==> config.mk <==
export PLATFORM = sky130hd
export DESIGN_NAME = bus_arbiter_v35
export DESIGN_NICKNAME = d
export VERILOG_FILES = /design/src/rtl/bus_arbiter_v35_pkg.sv /design/src/rtl/bus_arbiter_v35_pick.sv /design/src/rtl/bus_arbiter_v35.sv
export SDC_FILE = /design/constraint.sdc
export NUM_CORES = 1
export LEC_CHECK = 0
export ABC_AREA = 1
export CAP_MARGIN = 20
export CORE_MARGIN = 2
export CORE_UTILIZATION = 35
export CTS_CLUSTER_DIAMETER = 200
export DETAILED_ROUTE_END_ITERATION = 6
export MAX_ROUTING_LAYER = met4
export PLACE_DENSITY_LB_ADDON = 0.2
export SETUP_SLACK_MARGIN = 0.2
export SYNTH_ARGS = -nofsm -noshare
export SYNTH_HDL_FRONTEND = slang
export SYNTH_HIERARCHICAL = 1
export SYNTH_SLANG_ARGS = --single-unit
==> constraint.sdc <==
create_clock -name clk -period 2.14 [get_ports clk]
set_clock_uncertainty 0.1 [all_clocks]
set_input_delay 0.535 -clock clk [delete_from_list [all_inputs] [get_ports clk]]
set_output_delay 0.535 -clock clk [all_outputs]
set_load 0.03 [all_outputs]
==> src/rtl/bus_arbiter_v35_pkg.sv <==
// bus_arbiter_v35_pkg: shared state/requester encodings and default tuning constants for the bus arbiter
package bus_arbiter_v35_pkg;
    typedef enum logic [1:0] {ARB_IDLE, ARB_ISSUE, ARB_WAIT} arb_state_e;
    typedef enum logic [1:0] {
        ARB_EU   = 2'd0,
        ARB_DMA  = 2'd1,
        ARB_RFSH = 2'd2,
        ARB_NONE = 2'd3
    } arb_req_e;
    localparam int RFSH_URGENT_DEF = 8;
    localparam int AGE_W_DEF       = 4;
endpackage

==> src/rtl/bus_arbiter_v35_pick.sv <==
// bus_arb_pick: combinational winner select (lock, urgent refresh, then DMA > EU > RFSH)
module bus_arb_pick
    import bus_arbiter_v35_pkg::*;
#(
    parameter int AGE_W       = AGE_W_DEF,
    parameter int RFSH_URGENT = RFSH_URGENT_DEF
) (
    input  logic [2:0]       req,
    input  logic [AGE_W-1:0] rfsh_age,
    input  logic             locked,
    output arb_req_e         winner
);
    logic urgent;
    always_comb begin
        urgent = req[2] && (rfsh_age >= AGE_W'(RFSH_URGENT));
        winner = locked ? (req[0] ? ARB_EU : ARB_NONE)
               : urgent ? ARB_RFSH
               : req[1] ? ARB_DMA
               : req[0] ? ARB_EU
               : req[2] ? ARB_RFSH
               : ARB_NONE;
    end
endmodule

==> src/rtl/bus_arbiter_v35.sv <==
// bus_arbiter_v35: shares the bus control unit data-pointer port between EU, DMA and refresh
module bus_arbiter_v35
    import bus_arbiter_v35_pkg::*;
#(
    parameter int NREQ        = 3,
    parameter int RFSH_URGENT = RFSH_URGENT_DEF,
    parameter int AGE_W       = AGE_W_DEF
) (
    input  logic                  clk,
    input  logic                  reset,
    input  logic                  ce_1,
    input  logic                  ce_2,
    input  logic [NREQ-1:0]       req,
    input  logic [NREQ-1:0][19:0] req_addr,
    input  logic [NREQ-1:0][15:0] req_dout,
    input  logic [NREQ-1:0]       req_write,
    input  logic [NREQ-1:0]       req_wide,
    input  logic [NREQ-1:0]       req_io,
    input  logic                  eu_lock,
    output logic [NREQ-1:0]       done,
    output logic [15:0]           rdata,
    output logic [1:0]            owner,
    output logic [19:0]           dp_addr,
    output logic [15:0]           dp_dout,
    output logic                  dp_write,
    output logic                  dp_wide,
    output logic                  dp_io,
    output logic                  dp_req,
    input  logic [15:0]           dp_din,
    input  logic                  dp_ready
);
    arb_state_e                   state_q;
    logic [1:0]                   owner_q;
    logic [NREQ-1:0]              done_q;
    logic [15:0]                  rdata_q;
    logic [19:0]                  dp_addr_q;
    logic [15:0]                  dp_dout_q;
    logic                         dp_write_q;
    logic                         dp_wide_q;
    logic                         dp_io_q;
    logic                         dp_req_q;
    logic                         locked_q;
    logic [NREQ-1:0][AGE_W-1:0]   age_q;
    logic [NREQ-1:0][AGE_W-1:0]   age_d;
    arb_req_e                     winner;
    logic [1:0]                   w;
    logic                         grant;
    logic                         unused_ce2;

    assign unused_ce2 = ce_2;
    assign w          = winner;
    assign grant      = (state_q == ARB_IDLE) && dp_ready && (winner != ARB_NONE);

    // A held lock only constrains arbitration while the EU still asserts eu_lock.
    bus_arb_pick #(
        .AGE_W       (AGE_W),
        .RFSH_URGENT (RFSH_URGENT)
    ) u_pick (
        .req      (req),
        .rfsh_age (age_q[ARB_RFSH]),
        .locked   (locked_q && eu_lock),
        .winner   (winner)
    );

    always_comb begin
        age_d = age_q;
        for (int i = 0; i < NREQ; i++)
            age_d[i] = (grant && w == 2'(i)) ? '0
                     : (req[i] && owner_q != 2'(i) && age_q[i] != '1) ? age_q[i] + 1'b1
                     : age_q[i];
    end

    always_ff @(posedge clk or posedge reset) begin
        if (reset) begin
            state_q    <= ARB_IDLE;
            owner_q    <= ARB_NONE;
            done_q     <= '0;
            rdata_q    <= '0;
            dp_addr_q  <= '0;
            dp_dout_q  <= '0;
            dp_write_q <= 1'b0;
            dp_wide_q  <= 1'b0;
            dp_io_q    <= 1'b0;
            dp_req_q   <= 1'b0;
            locked_q   <= 1'b0;
            age_q      <= '0;
        end else begin
            done_q <= '0;
            if (ce_1) begin
                age_q <= age_d;
                case (state_q)
                    ARB_IDLE: begin
                        if (!eu_lock) locked_q <= 1'b0;
                        if (grant) begin
                            state_q    <= ARB_ISSUE;
                            owner_q    <= w;
                            dp_req_q   <= 1'b1;
                            dp_addr_q  <= req_addr[w];
                            dp_dout_q  <= req_dout[w];
                            dp_write_q <= req_write[w];
                            dp_wide_q  <= req_wide[w];
                            dp_io_q    <= req_io[w];
                            if (winner == ARB_EU && eu_lock) locked_q <= 1'b1;
                        end
                    end
                    ARB_ISSUE: begin
                        dp_req_q <= 1'b0;
                        state_q  <= ARB_WAIT;
                    end
                    ARB_WAIT: begin
                        if (dp_ready) begin
                            if (!dp_write_q) rdata_q <= dp_din;
                            done_q  <= NREQ'(1) << owner_q;
                            owner_q <= ARB_NONE;
                            state_q <= ARB_IDLE;
                        end
                    end
                    default: state_q <= ARB_IDLE;
                endcase
            end
        end
    end

    assign done     = done_q;
    assign rdata    = rdata_q;
    assign owner    = owner_q;
    assign dp_addr  = dp_addr_q;
    assign dp_dout  = dp_dout_q;
    assign dp_write = dp_write_q;
    assign dp_wide  = dp_wide_q;
    assign dp_io    = dp_io_q;
    assign dp_req   = dp_req_q;

    a_owner_valid: assert property (@(posedge clk) disable iff (reset)
        (state_q != ARB_IDLE) |-> (owner_q != 2'(ARB_NONE)));
endmodule

==> flow_summary_export.csv, run 1 <==
group,metric,value,unit
timing,slew_headroom,74.5,%
route,wirelength,13.5,mm
floorplan,initial_core_util,36.3,%
floorplan,rows,36,
route,routedWlPerCell,15.5,µm
setup_path,required,2270,ps
timing,min_period,1910,ps
clock_tree,cts_tree,"built",
floorplan,die_area,0.0110,mm²
floorplan,num_io_pins,203,
finish,final_area,0.00643,mm²
clock_tree,insertion_delay,340,ps
floorplan,fp.dieW,105,µm
min_path,hold_start,"dp_addr[3]",
timing,max_freq,522,MHz
place,dpl.hpwl,8.63,mm
finish,final_nets,873,
timing,finalMaxSlewViolations,0,
timing,holdWs,374,ps
finish,drive_gt1_share,12.8,%
run_status,status,"finished, final reports clean",
grt,grt_max_degree,69,
floorplan,die_y,105,µm
logic_synthesis,ys_types,23,
route,first_pass_iters,5,
setup_path,cp_common_cell,"nand2_1",
floorplan,core,0.00986,mm²
setup_path,path_cells,"clkdlybuf4s50_1 > inv_2 > o21ai_1 > nand2_1 > nand2_2 > buf_6 > buf_8 > inv_6 > clkbuf_16 > nor2_1 > o21ai_1 > nand2_1 > nand2_1",
clock_tree,clk_pin_slew,70,ps
logic_synthesis,syn_nets,645,
timing,tns,0,ps
setup_path,critical_path.max_stage_delay,470,ps
logic_synthesis,synth_area,0.00358,mm²
route,drc,0,
min_path,hold_class,"register to register",
timing,hold_viol,0,
timing,setup_viol,0,
clock_tree,clockBufferDepth,2,
place,place_inst,833,
run,cap_violations,0,
setup_path,critical_path.slowest_cell,"clkdlybuf4s50_1",
grt,grt.total_usage,23.4,%
setup_path,reg2reg_to,"dp_addr[5]",
setup_path,r2r-start,"locked_q",
setup_path,endpoint_kind,"register",
place,place_congestion,0.840,
setup_path,path_buf_inv,6,
place,placed_cell_area,0.00589,mm²
setup_path,worstSetupPathType,"input pin to register",
setup_path,worstPathArrival,2040,ps
grt,antenna_found_initial,0,
logic_synthesis,yosysWarnings,6,
min_path,worstHoldEndpoint,"dp_addr[3]",
logic_synthesis,yosysSeqAreaShare,47.6,%
route,antenna_left,0,
timing,finalCritPeriodShare,89.4,%
setup_path,rrSetupSlack,400,ps
route,routed_via_density,4.93,
logic_synthesis,syn_inst,502,
setup_path,critPathMaxFanout,9,
finish,final_cells,868,
clock_tree,clock_sinks,68,
route,drt_iter0_markers,240,
logic_synthesis,synth-seq-cells,68,
power,power_density,1190,mW/mm²
logic_synthesis,synth.avg_cell_area,7.13,µm²
min_path,hold_depth,2,
setup_path,cp_top_family,"buffers and inverters",
clock_tree,htree_levels,3,
clock_tree,cts_buffers,9,
place,io_buffers,201,
clock_tree,cts_root_buffer,"clkbuf_8",
route,via_count,4279,
timing,rsz0062_at_grt,"true",
timing,tightest_slew,382,ps
grt,overflow,0,
power,p_leak,0.00313,µW
grt,grt_pass1_vias,4270,
power,vdd_drop_max,0.000586,V
finish,diodes,0,
grt,grt_first_pass_wirelength,20.1,mm
setup_path,worstRegToRegCells,13,
setup_path,start_kind,"input pin",
finish,syn_to_final_growth,79.7,%
-- worst reg2reg max path: cells and delay by family, from the launching register on --
| family | cells | cell delay, ps |
|---|---|---|
| buffers and inverters | 5 | 550 |
| AOI/OAI and AO/OA | 2 | 190 |
| and+or+nand+nor | 6 | 440 |
| DFF | 1 | 380 |
-- worst max-delay path by stage --
stage	from	to	slack, ps	cells past startpoint
after floorplan	eu_lock	dp_write	310	11
after global placement	eu_lock	dp_write	-350	11
after detailed placement	eu_lock	age_q[10]	-420	11
after CTS	owner[1]	owner[1]	150	1
after global routing	req[1]	dp_dout[13]	170	13
final	req[1]	dp_addr[5]	230	13
-- metal layers --
metal	GRT usage (%)	routed length, µm	vias up
met2	41.0	6630	178
met1	26.2	5560	2005
met3	4.68	853	31
li1	-	-	2065
met4	8.95	437	0
met5	-	0	-
-- registers in the layout (all words and copies together), names as in the netlist --
name / count
rdata: 16
state_q: 2
dp_write: 1
done: 3
dp_dout: 16
locked_q: 1
dp_addr: 20
dp_req: 1
dp_io: 1
dp_wide: 1
age_q: 4
owner: 2
-- cell type report --
| cell class | count | area, µm² |
|---|---|---|
| timing repair buffer | 246 | 2550 |
| fill | 873 | 3440 |
| clock buffer | 9 | 124 |
| clock inverter | 7 | 100 |
| tap | 133 | 166 |
| inverter | 13 | 60.1 |
| multi-input combinational | 392 | 1730 |
| sequential | 68 | 1700 |
-- report_power, final --
group,leakage [µW],internal [µW],switching (µW)
logic,0.00215,1690,2600
registers,0.000862,1850,321
clock network,0.000114,664,533
total,0.00313,4210,3450
-- per-stage QoR --
stage / power (µW) / setup slack, ps / utilization [%]
CTS: 7370 / 150 / 62.5
floorplan: 4520 / 312 / -
finish: 7650 / 226 / 65.2
global route: 8190 / 166 / 65.2
global placement: 6280 / -350 / 59.7
detailed placement: 6380 / -417 / 59.7
-- synth_stat cells, drive strengths merged --
| cell | n | share of area (%) |
|---|---|---|
| a21oi | 1 | 0.14 |
| buf | 22 | 3.7 |
| clkbuf | 7 | 0.73 |
| dfrtp | 66 | 46 |
| dfstp | 2 | 1.5 |
| ha | 1 | 0.35 |
| inv | 13 | 1.4 |
| nand2 | 223 | 23 |
| nand3 | 10 | 1.5 |
| nand4 | 4 | 0.70 |
| nor2 | 48 | 5.6 |
| nor3 | 2 | 0.28 |
| o21ai | 102 | 14 |
| xor2 | 1 | 0.24 |
-- layout by cell type (no fill, tap or decap), types with 3 or more instances in the layout --
cell type and count:
nand3_1 8, nand4_1 4, buf_12 8, inv_2 4, o21ai_1 51, nor2_1 37, inv_1 6, o21ai_0 47
clkbuf_16 5, nor2_4 3, o21ai_2 4, nor2_2 8, dfrtp_1 66, buf_4 18, nand2_2 4, buf_6 10
clkinv_4 3, nand2_1 219, dlygate4sd2_1 61, clkdlybuf4s50_1 137, clkbuf_8 9
-- repair_timing --
item	4_1_cts	5_1_grt
pin swaps	2	7
setup buffers	5	3
hold buffers	0	0
gates cloned	2	9
endpoints found under the setup margin	106	45
gates resized for setup	79	46
-- kinds of logic (layout without fill, tap and decap cells) --
| kind of cell | count (synthesis) | count (layout) | share of synthesized area (%) |
|---|---|---|---|
| and+or+nand+nor | 287 | 287 | 31.6 |
| DFF | 68 | 68 | 47.6 |
| buffers and inverters | 42 | 275 | 5.77 |
| AOI/OAI and AO/OA | 103 | 103 | 14.4 |
| xor gates and xnor gates | 1 | 1 | 0.245 |
| adders and majority gates | 1 | 1 | 0.350 |
Note: power is estimated with default switching activity, not from simulation.
==> run 2, diff against run 1 <==
CELL_PAD_IN_SITES_DETAIL_PLACEMENT = 1   (was not set)
CELL_PAD_IN_SITES_GLOBAL_PLACEMENT = 2   (was not set)
CORE_UTILIZATION = 17   (was 35)
==> flow_summary_export.csv, run 2 (synthesis gave the netlist of run 1 again) <==
group,metric,value,unit
route,first_pass_iters,4,
finish,drive_gt1_share,9.94,%
clock_tree,insertion_delay,340,ps
route,drt_iter0_markers,87,
place,io_buffers,201,
min_path,hold_start,"dp_dout[3]",
setup_path,path_buf_inv,4,
grt,grt_pass1_vias,4509,
setup_path,r2r-start,"age_q[11]",
clock_tree,clock_sinks,68,
clock_tree,htree_levels,3,
grt,overflow,0,
floorplan,die_area,0.0222,mm²
finish,layout_common_cells,"nand2_1, clkdlybuf4s50_1, dfrtp_1",
clock_tree,clockBufferDepth,2,
setup_path,worstRegToRegCells,10,
power,p_clk_share,21.9,%
setup_path,critPathMaxFanout,5,
route,antenna_left,0,
grt,grt_first_pass_wirelength,24.7,mm
setup_path,worstSetupPathType,"input pin to register",
finish,final_nets,862,
finish,seq_area,0.00170,mm²
finish,multi_input_area,0.00169,mm²
setup_path,start_kind,"input pin",
min_path,worstHoldEndpoint,"dp_dout[3]",
route,routed_via_density,4.13,
route,routedWlPerCell,15.8,µm
grt,grt.total_usage,14.9,%
power,p_total,7960,µW
power,p_leak,0.00307,µW
place,dpl.hpwl,11.4,mm
run,cap_violations,0,
finish,diodes,0,
timing,setup_viol,0,
setup_path,endpoint_kind,"register",
route,wirelength,15.8,mm
place,place_congestion,0.737,
grt,antenna_found_initial,0,
clock_tree,cts_tree,"built",
setup_path,cp_common_cell,"nand2_1",
power,combPwrFrac,50.7,%
setup_path,rrSetupSlack,370,ps
power,p_sw_share,43.7,%
setup_path,critical_path.max_stage_delay,280,ps
timing,tightest_slew,396,ps
timing,max_freq,565,MHz
floorplan,fp.dieW,149,µm
clock_tree,clk_pin_slew,60,ps
clock_tree,cts_root_buffer,"clkbuf_16",
power,pwr-share-seq,27.4,%
floorplan,initial_core_util,17.2,%
finish,final_util,31.1,%
clock_tree,cts_hold_buf,0,
finish,largest_register_ffs,20,
timing,finalMaxSlewViolations,0,
power,power_density,1230,mW/mm²
floorplan,die_y,149,µm
timing,rsz0062_at_grt,"false",
setup_path,critical_path.slowest_cell,"dlygate4sd2_1",
setup_path,required,2320,ps
timing,finalCritPeriodShare,82.8,%
floorplan,core,0.0208,mm²
timing,slew_headroom,73.6,%
min_path,hold_class,"register to register",
setup_path,reg2reg_to,"dp_dout[10]",
clock_tree,cts_buffers,9,
power,vdd_drop_max,0.000335,V
timing,hold_viol,0,
grt,grt_max_degree,69,
run_status,status,"finished, final reports clean",
power,power.net_switching,3480,µW
setup_path,cp_top_family,"buffers and inverters",
setup_path,path_cells,"dlygate4sd2_1 > nand2_1 > o21ai_2 > inv_4 > nor2_4 > buf_6 > clkbuf_16 > nand2_1 > o21ai_2 > nand2_1 > nand2_1",
power,internal-power,4480,µW
finish,layout_commonest_cell,"nand2_1",
finish,fillers,2528,
timing,min_period,1770,ps
setup_path,worstPathArrival,1950,ps
floorplan,num_io_pins,203,
route,via_count,4122,
min_path,hold_depth,2,
finish,syn_to_final_growth,81.1,%
route,drc,0,
floorplan,rows,53,
-- run 2: cell types whose count changed in the layout (fill, tap and decap cells not counted), sizes merged, moves of 2 or more --
cell	previous run	this run
buf	40	33
clkbuf	16	14
clkinvlp	1	4
clkinv	4	0
-- run 2: worst max-delay path by stage --
| stage | cells past startpoint | slack [ps] | to | startpoint |
|---|---|---|---|---|
| after floorplan | 11 | 310 | dp_write | eu_lock |
| after global placement | 12 | -360 | age_q[11] | eu_lock |
| after detailed placement | 10 | -410 | age_q[8] | req[2] |
| after CTS | 1 | 170 | owner[1] | owner[1] |
| after global routing | 10 | 220 | dp_addr[9] | age_q[11] |
| final | 11 | 370 | dp_dout[10] | req[2] |
-- run 2: routing by layer --
metal  wire length, µm  track usage (%)  up-vias
li1                  -                -     2043
met1              6890             17.3     1967
met2              8030             25.8       99
met3               636             2.60       13
met4               253             5.14        0
met5                 0                -        -
-- run 2: worst reg2reg max path, delay by kind of cell (launching register included) --
kind            cells  cell delay (ps)
simple gates        5              460
compound gates      2              270
buf+inv             3              410
flops               1              460
-- run 2: final cells by class --
class,count,area share [%]
clock inverters,6,1.74
flip-flops and latches,68,26.3
clock buffers,10,3.53
multi-input cells,392,26.1
inverters,13,0.850
repair buffers,235,36.1
well taps,275,5.31
-- run 2: what timing repair did --
action	in CTS	in global routing
endpoints found under the hold margin	0	0
gates cloned	2	1
setup endpoints to repair	106	45
pin swaps	4	5
setup buffers	4	0
gates resized for setup	78	17
-- run 2: metrics by stage --
| step | hold slack [ps] | setup TNS [ps] | cells | worst slack (ps) | area, µm² |
|---|---|---|---|---|---|
| floorplan | 371 | 0 | 502 | 312 | 3580 |
| global placement | 361 | -13870 | 976 | -361 | 6070 |
| detailed placement | 365 | -13810 | 976 | -407 | 6070 |
| CTS | 377 | 0 | 998 | 170 | 6450 |
| global route | 390 | 0 | 999 | 216 | 6480 |
| finish | 372 | 0 | 999 | 369 | 6480 |
-- run 2: power by group through the flow --
stage                     Combinational [µW]  Sequential [µW]  Clock [µW]
after CTS                               4090             2200        1790
after detailed placement                4310             2230           0
after floorplan                         1340             3180           0
final                                   4030             2180        1740
after global placement                  4260             2210           0
after global routing                    4450             2260        1860
==> run 3, diff against run 2 <==
CORE_UTILIZATION = 19   (was 17)
clock period = 1.65 ns   (was 2.14 ns; I/O delays follow)
==> flow_summary_export.csv, run 3 (synthesis gave the netlist of run 1 again) <==
group,metric,value,unit
run_status,status,"complete, but fails checks",
run_status,violations,"negative setup slack",
setup_path,rrSetupSlack,-110,ps
power,p_clk_share,18.2,%
min_path,hold_class,"register to register",
grt,grt_max_degree,37,
setup_path,critical_path.slowest_cell,"dfrtp_1",
timing,finalMaxSlewViolations,0,
clock_tree,cts_buffers,9,
finish,layout_common_cells,"nand2_1, clkdlybuf4s50_1, dfrtp_1",
power,p_leak,0.00328,µW
grt,grt.total_usage,16.8,%
timing,rsz0062_at_grt,"true",
power,combPwrFrac,56.2,%
clock_tree,clk_pin_slew,60,ps
clock_tree,clock_sinks,68,
timing,hold_viol,0,
finish,fillers,2183,
route,wirelength,16.2,mm
route,routed_via_density,4.35,
setup_path,required,1780,ps
power,internal-power,6450,µW
finish,layout_commonest_cell,"nand2_1",
floorplan,initial_core_util,19.3,%
floorplan,die_area,0.0199,mm²
grt,antenna_found_initial,0,
clock_tree,cts_root_buffer,"clkbuf_16",
setup_path,start_kind,"register",
power,power.net_switching,4940,µW
setup_path,reg2reg_to,"dp_wide",
route,drc,0,
setup_path,worstPathArrival,1890,ps
place,dpl.hpwl,11.7,mm
setup_path,endpoint_kind,"register",
route,first_pass_iters,4,
finish,final_nets,891,
place,io_buffers,201,
floorplan,rows,50,
finish,drive_gt1_share,27.5,%
setup_path,crit_start,"locked_q",
timing,finalCritPeriodShare,107,%
finish,largest_register_ffs,20,
floorplan,num_io_pins,203,
clock_tree,clockBufferDepth,2,
setup_path,r2r-start,"locked_q",
route,drt_iter0_markers,101,
timing,max_freq,567,MHz
power,p_total,11400,µW
power,p_sw_share,43.4,%
setup_path,cp-endpoint,"dp_wide",
setup_path,path_cells,"nand2_4 > inv_6 > o21ai_4 > o21ai_4 > nand2_4 > nand3_4 > nor2_4 > buf_6 > inv_8 > buf_16 > nand2_1 > nand2_1",
route,antenna_left,0,
place,pre_cts_ws,-733,ps
route,via_count,4290,
timing,timing.final.ws_setup,-115,ps
setup_path,critPathMaxFanout,13,
power,vdd_drop_max,0.000570,V
timing,setup_viol,45,
run,cap_violations,0,
finish,seq_area,0.00170,mm²
timing,slew_headroom,78.5,%
finish,multi_input_area,0.00190,mm²
clock_tree,htree_levels,3,
finish,final_cells,987,
finish,diodes,0,
floorplan,core,0.0186,mm²
setup_path,critical_path.max_stage_delay,410,ps
clock_tree,cts_tree,"built",
clock_tree,insertion_delay,340,ps
min_path,hold_depth,2,
power,power_density,1640,mW/mm²
timing,tightest_slew,322,ps
timing,min_period,1760,ps
finish,final_util,37.4,%
floorplan,fp.dieW,141,µm
timing,holdWs,375,ps
setup_path,worstRegToRegCells,12,
place,place_inst,939,
setup_path,worstSetupPathType,"register to register",
floorplan,die_y,141,µm
place,place_congestion,0.828,
power,pwr-share-seq,25.5,%
route,routedWlPerCell,16.4,µm
grt,grt_pass1_vias,4626,
finish,syn_to_final_growth,94.4,%
grt,grt_first_pass_wirelength,25.3,mm
clock_tree,cts_hold_buf,0,
grt,overflow,0,
-- run 3: cell count changes in the layout (fill, tap and decap cells not counted), sizes merged --
cell           before  now
bufinv              3    2
dlygate4sd2        61    6
clkinvlp            4    2
clkinv              0    4
clkbuf             14   11
dlymetal6s2s        1    0
buf                33  122
clkdlybuf4s50     136  134
-- run 3: how the worst min path moves through the flow --
stage	startpoint	end	slack [ps]
after floorplan	age_q[9]	age_q[9]	400
after global placement	dp_dout[8]	dp_dout[8]	360
after detailed placement	dp_dout[11]	dp_dout[11]	360
after CTS	dp_dout[11]	dp_dout[11]	380
after global routing	dp_dout[11]	dp_dout[11]	390
final	dp_dout[1]	dp_dout[1]	370
-- run 3: stage by stage --
step	cell area, µm²	TNS [ps]
6_report	6950	-3080
5_1_grt	6950	-7440
4_1_cts	6640	-1670
3_5_place_dp	6160	-34500
3_3_place_gp	6160	-32870
2_1_floorplan	3630	0
-- run 3: repair_timing --
| item | CTS | global route |
|---|---|---|
| setup buffers | 12 | 14 |
| gates cloned | 4 | 2 |
| setup endpoints to repair | 117 | 77 |
| pin swaps | 16 | 11 |
| resized for setup | 330 | 70 |
-- run 3: layout make-up --
| type | count | area share (%) |
|---|---|---|
| Tap cell | 234 | 4.21 |
| Sequential cell | 68 | 24.5 |
| Inverter | 13 | 0.972 |
| Multi-Input combinational cell | 392 | 27.4 |
| Clock inverter | 7 | 1.31 |
| Clock buffer | 9 | 3.24 |
| Timing Repair Buffer | 264 | 38.4 |
-- run 3: layer usage --
layer  GRT usage (%)  vias to the layer above  wire length (µm)
li1                -                     2101                 -
met1            19.9                     2074              6860
met4            6.11                        0               254
met5               -                        -                 0
met3            2.48                       17               680
met2            29.2                       98              8360
-- run 3: power groups by stage --
stage	Combinational [µW]	Sequential (µW)	Clock (µW)
floorplan	1800	4130	0
detailed placement	5830	2950	0
global route	6940	3010	2230
CTS	5990	2920	2160
global placement	5740	2920	0
finish	6400	2910	2080
-- run 3: critical path: cells and delay by family (launching register included) --
kind / cells / cell delay [ps]
simple gates: 6 / 540
flops: 1 / 410
compound gates: 2 / 230
buf+inv: 4 / 380
